### src/rtl/alu_ctrl.sv
// Multi-cycle ALU controller: decodes aluOp/funct for the external ALU and runs
// MUL (shift-add) and DIV (restoring) internally, one bit per cycle.
module alu_ctrl #(
  parameter int WIDTH = 32
) (
  input  logic             clk,
  input  logic             reset,
  input  logic             start,
  input  logic [1:0]       aluOp,
  input  logic [5:0]       funct,
  input  logic [WIDTH-1:0] A,
  input  logic [WIDTH-1:0] B,
  input  logic [WIDTH-1:0] aluResult,
  output logic [3:0]       aluCtr,
  output logic [WIDTH-1:0] aluA,
  output logic [WIDTH-1:0] aluB,
  output logic             ready,
  output logic             done,
  output logic [WIDTH-1:0] out,
  output logic             illegal,
  output logic             divZero
);

  localparam int CW = $clog2(WIDTH) + 1;
  localparam logic [CW-1:0] LAST_CNT = CW'(WIDTH - 1);

  localparam logic [3:0] CTR_AND   = 4'b0000;
  localparam logic [3:0] CTR_OR    = 4'b0001;
  localparam logic [3:0] CTR_ADD   = 4'b0010;
  localparam logic [3:0] CTR_MINUS = 4'b0110;
  localparam logic [3:0] CTR_MUL   = 4'b0011;
  localparam logic [3:0] CTR_DIV   = 4'b0100;

  localparam logic [2:0] S_IDLE = 3'd0;
  localparam logic [2:0] S_EXEC = 3'd1;
  localparam logic [2:0] S_MULT = 3'd2;
  localparam logic [2:0] S_DIVI = 3'd3;
  localparam logic [2:0] S_DONE = 3'd4;

  logic [2:0]       r_state;
  logic [3:0]       r_ctr;
  logic [WIDTH-1:0] r_a;
  logic [WIDTH-1:0] r_b;
  logic [WIDTH-1:0] r_out;
  logic             r_illegal;
  logic             r_divzero;
  logic             r_pend_ill;
  logic             r_pend_dz;
  logic [CW-1:0]    r_cnt;
  logic [WIDTH-1:0] r_acc;
  logic [WIDTH-1:0] r_mcand;
  logic [WIDTH-1:0] r_shift;
  logic [WIDTH-1:0] r_rem;

  logic [3:0]       w_ctr;
  logic             w_ill;
  logic             w_mul;
  logic             w_div;
  logic [WIDTH-1:0] w_mul_acc;
  logic [WIDTH:0]   w_rem_sh;
  logic [WIDTH:0]   w_rem_diff;
  logic             w_q_bit;
  logic [WIDTH-1:0] w_quo;

  always_comb begin
    w_ctr = CTR_AND;
    w_ill = 1'b0;
    w_mul = 1'b0;
    w_div = 1'b0;
    case (aluOp)
      2'b00: w_ctr = CTR_ADD;
      2'b01: w_ctr = CTR_MINUS;
      2'b10: begin
        case (funct)
          6'b100000: w_ctr = CTR_ADD;
          6'b100010: w_ctr = CTR_MINUS;
          6'b100100: w_ctr = CTR_AND;
          6'b100101: w_ctr = CTR_OR;
          6'b011000: begin w_ctr = CTR_MUL; w_mul = 1'b1; end
          6'b011010: begin w_ctr = CTR_DIV; w_div = 1'b1; end
          default:   w_ill = 1'b1;
        endcase
      end
      default: w_ill = 1'b1;
    endcase
  end

  // r_shift holds the multiplier (shifting right) for MUL, and the dividend
  // being replaced by quotient bits from the LSB end for DIV.
  assign w_mul_acc  = r_shift[0] ? (r_acc + r_mcand) : r_acc;
  assign w_rem_sh   = {r_rem, r_shift[WIDTH-1]};
  assign w_rem_diff = w_rem_sh - {1'b0, r_b};
  assign w_q_bit    = ~w_rem_diff[WIDTH];
  assign w_quo      = {r_shift[WIDTH-2:0], w_q_bit};

  always_ff @(posedge clk) begin
    if (reset) begin
      r_state    <= S_IDLE;
      r_ctr      <= CTR_AND;
      r_a        <= '0;
      r_b        <= '0;
      r_out      <= '0;
      r_illegal  <= 1'b0;
      r_divzero  <= 1'b0;
      r_pend_ill <= 1'b0;
      r_pend_dz  <= 1'b0;
      r_cnt      <= '0;
      r_acc      <= '0;
      r_mcand    <= '0;
      r_shift    <= '0;
      r_rem      <= '0;
    end else begin
      case (r_state)
        S_IDLE: begin
          if (start) begin
            r_a        <= A;
            r_b        <= B;
            r_ctr      <= w_ctr;
            r_illegal  <= 1'b0;
            r_divzero  <= 1'b0;
            r_pend_ill <= w_ill;
            r_pend_dz  <= w_div && (B == '0);
            r_cnt      <= '0;
            r_acc      <= '0;
            r_rem      <= '0;
            r_mcand    <= A;
            r_shift    <= w_mul ? B : A;
            if (w_mul)
              r_state <= S_MULT;
            else if (w_div && (B != '0))
              r_state <= S_DIVI;
            else
              r_state <= S_EXEC;
          end
        end
        S_EXEC: begin
          if (r_pend_ill) begin
            r_out     <= '0;
            r_illegal <= 1'b1;
          end else if (r_pend_dz) begin
            r_out     <= '1;
            r_divzero <= 1'b1;
          end else begin
            r_out <= aluResult;
          end
          r_state <= S_DONE;
        end
        S_MULT: begin
          r_acc   <= w_mul_acc;
          r_mcand <= r_mcand << 1;
          r_shift <= r_shift >> 1;
          r_cnt   <= r_cnt + 1'b1;
          if (r_cnt == LAST_CNT) begin
            r_out   <= w_mul_acc;
            r_state <= S_DONE;
          end
        end
        S_DIVI: begin
          r_rem   <= w_q_bit ? w_rem_diff[WIDTH-1:0] : w_rem_sh[WIDTH-1:0];
          r_shift <= w_quo;
          r_cnt   <= r_cnt + 1'b1;
          if (r_cnt == LAST_CNT) begin
            r_out   <= w_quo;
            r_state <= S_DONE;
          end
        end
        S_DONE:  r_state <= S_IDLE;
        default: r_state <= S_IDLE;
      endcase
    end
  end

  assign aluCtr  = r_ctr;
  assign aluA    = r_a;
  assign aluB    = r_b;
  assign out     = r_out;
  assign illegal = r_illegal;
  assign divZero = r_divzero;
  assign ready   = (r_state == S_IDLE);
  assign done    = (r_state == S_DONE);

endmodule

### config.mk
export PLATFORM = sky130hd
export DESIGN_NAME = alu_ctrl
export DESIGN_NICKNAME = d
export VERILOG_FILES = /design/src/rtl/alu_ctrl.sv
export SDC_FILE = /design/constraint.sdc
export NUM_CORES = 1
export LEC_CHECK = 0
export BUFFER_PORTS_ARGS = -buffer_cell sky130_fd_sc_hd__buf_2
export CAP_MARGIN = 20
export CORE_ASPECT_RATIO = 1.25
export CORE_MARGIN = 2
export CORE_UTILIZATION = 45
export DETAILED_ROUTE_END_ITERATION = 8
export PLACE_DENSITY = 0.77
export RECOVER_POWER = 50
export SETUP_SLACK_MARGIN = 0.4
export SLEW_MARGIN = 20
export SYNTH_ARGS = -nofsm -noshare
export SYNTH_HDL_FRONTEND = slang
export SYNTH_SLANG_ARGS = --single-unit
export TNS_END_PERCENT = 10
### constraint.sdc
create_clock -name clk -period 3.95 [get_ports clk]
set_input_delay 0.395 -clock clk [delete_from_list [all_inputs] [get_ports clk]]
set_output_delay 0.395 -clock clk [all_outputs]
set_load 0.01 [all_outputs]
---- Word-level counts from Yosys, hierarchy flattened ----
Index checks and enable logic that the tools add are counted.
storage, ports and cells
  register bits ........................... 241
  input bits .............................. 107
  logic and storage cells ................. 98
operators by class
  add/subtract/negate cells ............... 3
  eq/ne operators ......................... 20
  mux-type cells .......................... 36
  bitwise operators ....................... 1
  reduce and logical (&&, ||, !) cells .... 24
operator list
  operator             count
  $mux 32              10
  $pmux 32 s2          3
  $pmux 32 s3          2
  $sub 33x32->33       1
  $add 32x32->32       1
  $logic_not 32->1     1
  $reduce_bool 32->1   1
  $eq 6x6->1 const B   4
  $eq 6x5->1 const B   3
  $pmux 3 s3           2
  $pmux 3 s5           1
  $ne 2x2->1 const B   6
  $pmux 6 s2           1
  $reduce_and 2->1     6
  $mux 1               9
  $reduce_bool 2->1    4
  $add 6x1->6 const B  1
  $eq 3x2->1 const B   2
  $mux 3               2
  $mux 6               1
  $pmux 1 s2           3
  $reduce_and 3->1     2
  $reduce_bool 3->1    2
  $reduce_or 6->1      1
  12 further kinds     15

---- Longest topological paths before layout ----
  depth after elaboration ................. 8
  mapped depth ............................ 13

---- Least setup slack after synthesis ----
Ideal clock, no wire load.
  path kind ............................... register -> register
  from .................................... register r_acc[0]
  to ...................................... register r_out[24] (netlist: out[24])
  library setup time ...................... 0.091 ns
  arrival ................................. 2.786 ns
  required time ........................... 3.859 ns
  setup slack ............................. 1.074 ns
  cell stages (with the launch flop) ...... 12
  buffers on the path ..................... 0
  clock period less this slack ............ 2.876 ns
  cell sequence ........................... dfxtp_1 ha_1 fa_1 a21o_1 a21oi_1 o21ai_0 a41o_1 a21oi_1 o21ai_0 a2111o_1 o311a_1 a311oi_1
between the ends
  longest elaborated chain between the ends .. 4
RTL lines
  what                    RTL line  text
  from (decl)             50        logic [WIDTH-1:0] r_acc;
  from (signal assigned)  149       r_acc <= w_mul_acc;
  $add 32x32->32          90        assign w_mul_acc = r_shift[0] ? (r_acc + r_mcand) : r_acc;
  $mux 32                 90
  $mux 32                 153       if (r_cnt == LAST_CNT) begin
  $pmux 32 s3             113       case (r_state)
  to (signal assigned)    144       r_out <= aluResult;
  to (signal assigned)    154       r_out <= w_mul_acc;
  to (signal assigned)    163       r_out <= w_quo;
  to (decl)               44        logic [WIDTH-1:0] r_out;
No other way between the ends. The select of a mux whose other input is x is not followed.
A chain may end at the register's enable or synchronous reset.

---- Worst setup path after layout ----
  from .................................... register r_acc[0]
  to ...................................... register r_out[26] (netlist: out[26])
Same word-level chain as after synthesis.

==> impl_metrics.json <==
{
  "outcome": "finished, violations left",
  "violations": "max-capacitance violations, max-slew violations",
  "htree_num_levels": 1,
  "initialDrtViolationCount": 1102,
  "synth_area_per_cell_um2": 7.47,
  "start_util_pct": 45.8,
  "syn-num-nets": 2027,
  "crit_chain": "ha_1 -> fa_1 -> a21o_1 -> a21oi_1 -> o21ai_0 -> a41o_1 -> a41oi_1 -> a21boi_0 -> xor2_1 -> nand2_1 -> a311oi_1",
  "drt_pre_antenna_iters": 5,
  "max_slew.worst_pin.slew_ps": 1650,
  "portBuffers": 209,
  "grt_pass1_wl_um": 71900,
  "crit_slowest_cell": "a41oi_1",
  "grt_pass1_vias": 13700,
  "gp_congestion": 0.966,
  "crit_path_max_fanout": 5,
  "fin_tns_setup_ps": 0,
  "pre_cts_slack_ps": 491,
  "post_cts_buffers": 0,
  "clock_latency_ps": 550,
  "netlist_area_um2": 13800,
  "slew_violations": 173,
  "drc": 0,
  "dr_total_vias": 14300,
  "whs_ps": 118,
  "cts_tree": "built",
  "postRouteAntennaNets": 0,
  "fillers": 3001,
  "max_slew_margin_pct": -10.0,
  "finalSetupViolCount": 0,
  "power_uw": 6280,
  "pin_count": 211,
  "fp.dieH_um": 200,
  "drt_wl_total_um": 45700,
  "layout_common_cells": "nand2_1, dfxtp_1, a21oi_1",
  "die_w_um": 161,
  "dp_hpwl_um": 33300,
  "synthCells": 1854,
  "crit_required_ps": 4390,
  "p_leak_uw": 0.00632,
  "period_share_pct": 86.9,
  "gr-total-overflow": 0,
  "rows": 71,
  "layout_commonest_cell": "nand2_1",
  "ys_seq_elements": 240,
  "critPathTopFamily": "compound AO/OA/AOI/OAI gates",
  "postCtsResizedCells": 0,
  "vdd_drop_max_uv": 282,
  "critPathBufInv": 0,
  "finalCriticalPeriod_ps": 3430,
  "critical_path_class": "reg2reg",
  "dieArea_um2": 32200,
  "cts_buffer_depth": 3,
  "cap_violations": 3,
  "synth_edf_count": 0,
  "cp-start-kind": "flop",
  "hold_viol": 0,
  "rsz0062_at_grt": "yes",
  "area_growth_pct": 15.2,
  "skew_ps": 13.7,
  "cp.arrival_ps": 3870,
  "hp-class": "in2reg",
  "layout-drive-gt1-share_pct": 10.0,
  "fin_ws_ps": 518,
  "synthFlopType": "dfxtp_1",
  "cp_slowest_stage_delay_ps": 490,
  "powerDensity_nw_per_um2": 394,
  "cts_hold_buf": 0,
  "yosysWarnings": 0,
  "clock-sinks": 240,
  "cp-end-kind": "flop",
  "wl_per_cell_um": 18.9,
  "async_flop_share_pct": 0,
  "yosysSeqAreaShare_pct": 34.7,
  "avgViaCountPerCell": 5.92,
  "finalNetCount": 2164,
  "max_freq_mhz": 291,
  "core-area_um2": 30200,
  "ys_types": 74,
  "grt_max_degree": 79,
  "grt_util_all_layers_pct": 27.2,
  "clk_pin_slew_ps": 70,
  "cts_root_buffer": "clkbuf_16",
  "numCtsBuffers": 26,
  "fin_util_pct": 52.8,
  "grt_antenna_before_repair": 2
}
-- routing by layer --
metal / track usage (%) / up-vias / routed length [um]
li1: - / 6850 / -
met1: 33.8 / 6685 / 18200
met2: 46.1 / 622 / 21600
met3: 3.62 / 137 / 3450
met4: 14.0 / 0 / 2340
met5: 0 / - / 0
-- cell usage after synthesis, types with 15 or more instances --
cell,instances,area share [%]
a21oi_1,201,7.3
a211oi_1,45,2.4
ha_1,64,5.8
inv_1,54,1.5
xor2_1,19,1.2
dfxtp_1,240,35
nand3_1,20,0.72
o21ai_0,85,3.1
clkbuf_1,111,3.0
and2_1,37,1.7
xnor2_1,35,2.2
nand4_1,20,0.90
o21a_1,15,0.81
a21o_1,28,1.5
nor3_1,23,0.83
a31oi_1,40,1.8
mux2i_1,29,2.1
nor2_1,155,4.2
nand2_1,395,11
a311oi_1,49,3.1
-- worst paths after layout --
path | startpoint | endpoint | cells past startpoint | slack, ps
min reg2reg | aluA[1] | aluA[1] | 2 | 450
max | r_acc[0] | out[26] | 11 | 520
max reg2reg | r_acc[0] | out[26] | 11 | 520
min | B[26] | aluB[26] | 3 | 120
-- state kept, by name, summed over array words and instances, names as in the netlist, 3 cells and up --
name / count
aluCtr: 3
r_rem: 32
r_cnt: 6
r_mcand: 32
r_state: 3
aluA: 32
out: 32
r_shift: 32
r_acc: 32
aluB: 32
-- area by class of cell --
| class | instances | area, um2 | share of cell area, % |
|---|---|---|---|
| clock buffer | 31 | 711 | 4.45 |
| timing repair buffer | 234 | 1110 | 6.94 |
| multi-input combinational | 1435 | 8390 | 52.6 |
| sequential | 240 | 4800 | 30.1 |
| antenna | 2 | 5.00 | 0.0314 |
| clock inverter | 17 | 230 | 1.44 |
| inverter | 54 | 203 | 1.27 |
| tap | 401 | 502 | 3.14 |
-- power by group --
| group | switching [uW] | internal, uW | total, uW | leakage, uW |
|---|---|---|---|---|
| combinational | 599 | 335 | 934 | 0.00390 |
| sequential | 105 | 2540 | 2640 | 0.00196 |
| clock | 1090 | 1620 | 2710 | 0.000461 |
-- cell families after synthesis --
group	count (synthesis)	synth area share [%]
flops	240	34.7
buf+inv	179	4.97
compound gates	557	25.5
xor+xnor	55	3.53
fa+ha+maj	66	6.07
simple gates	719	22.4
mux	37	2.75
other cells	1	0.0271
-- worst register-to-register path: stages (launching register included) --
cell,delay (ps)
dfxtp_1,330
ha_1,240
fa_1,420
a21o_1,200
a21oi_1,280
o21ai_0,210
a41o_1,320
a41oi_1,490
a21boi_0,280
xor2_1,180
nand2_1,90
a311oi_1,280
-- per-stage QoR --
stage	std cells	cell area, um2
after detailed placement	2361	15100
final	2414	16000
after global placement	2361	15100
after CTS	2409	16100
after floorplan	1854	13800
after global routing	2414	16000
(Power assumes the default switching activity.)
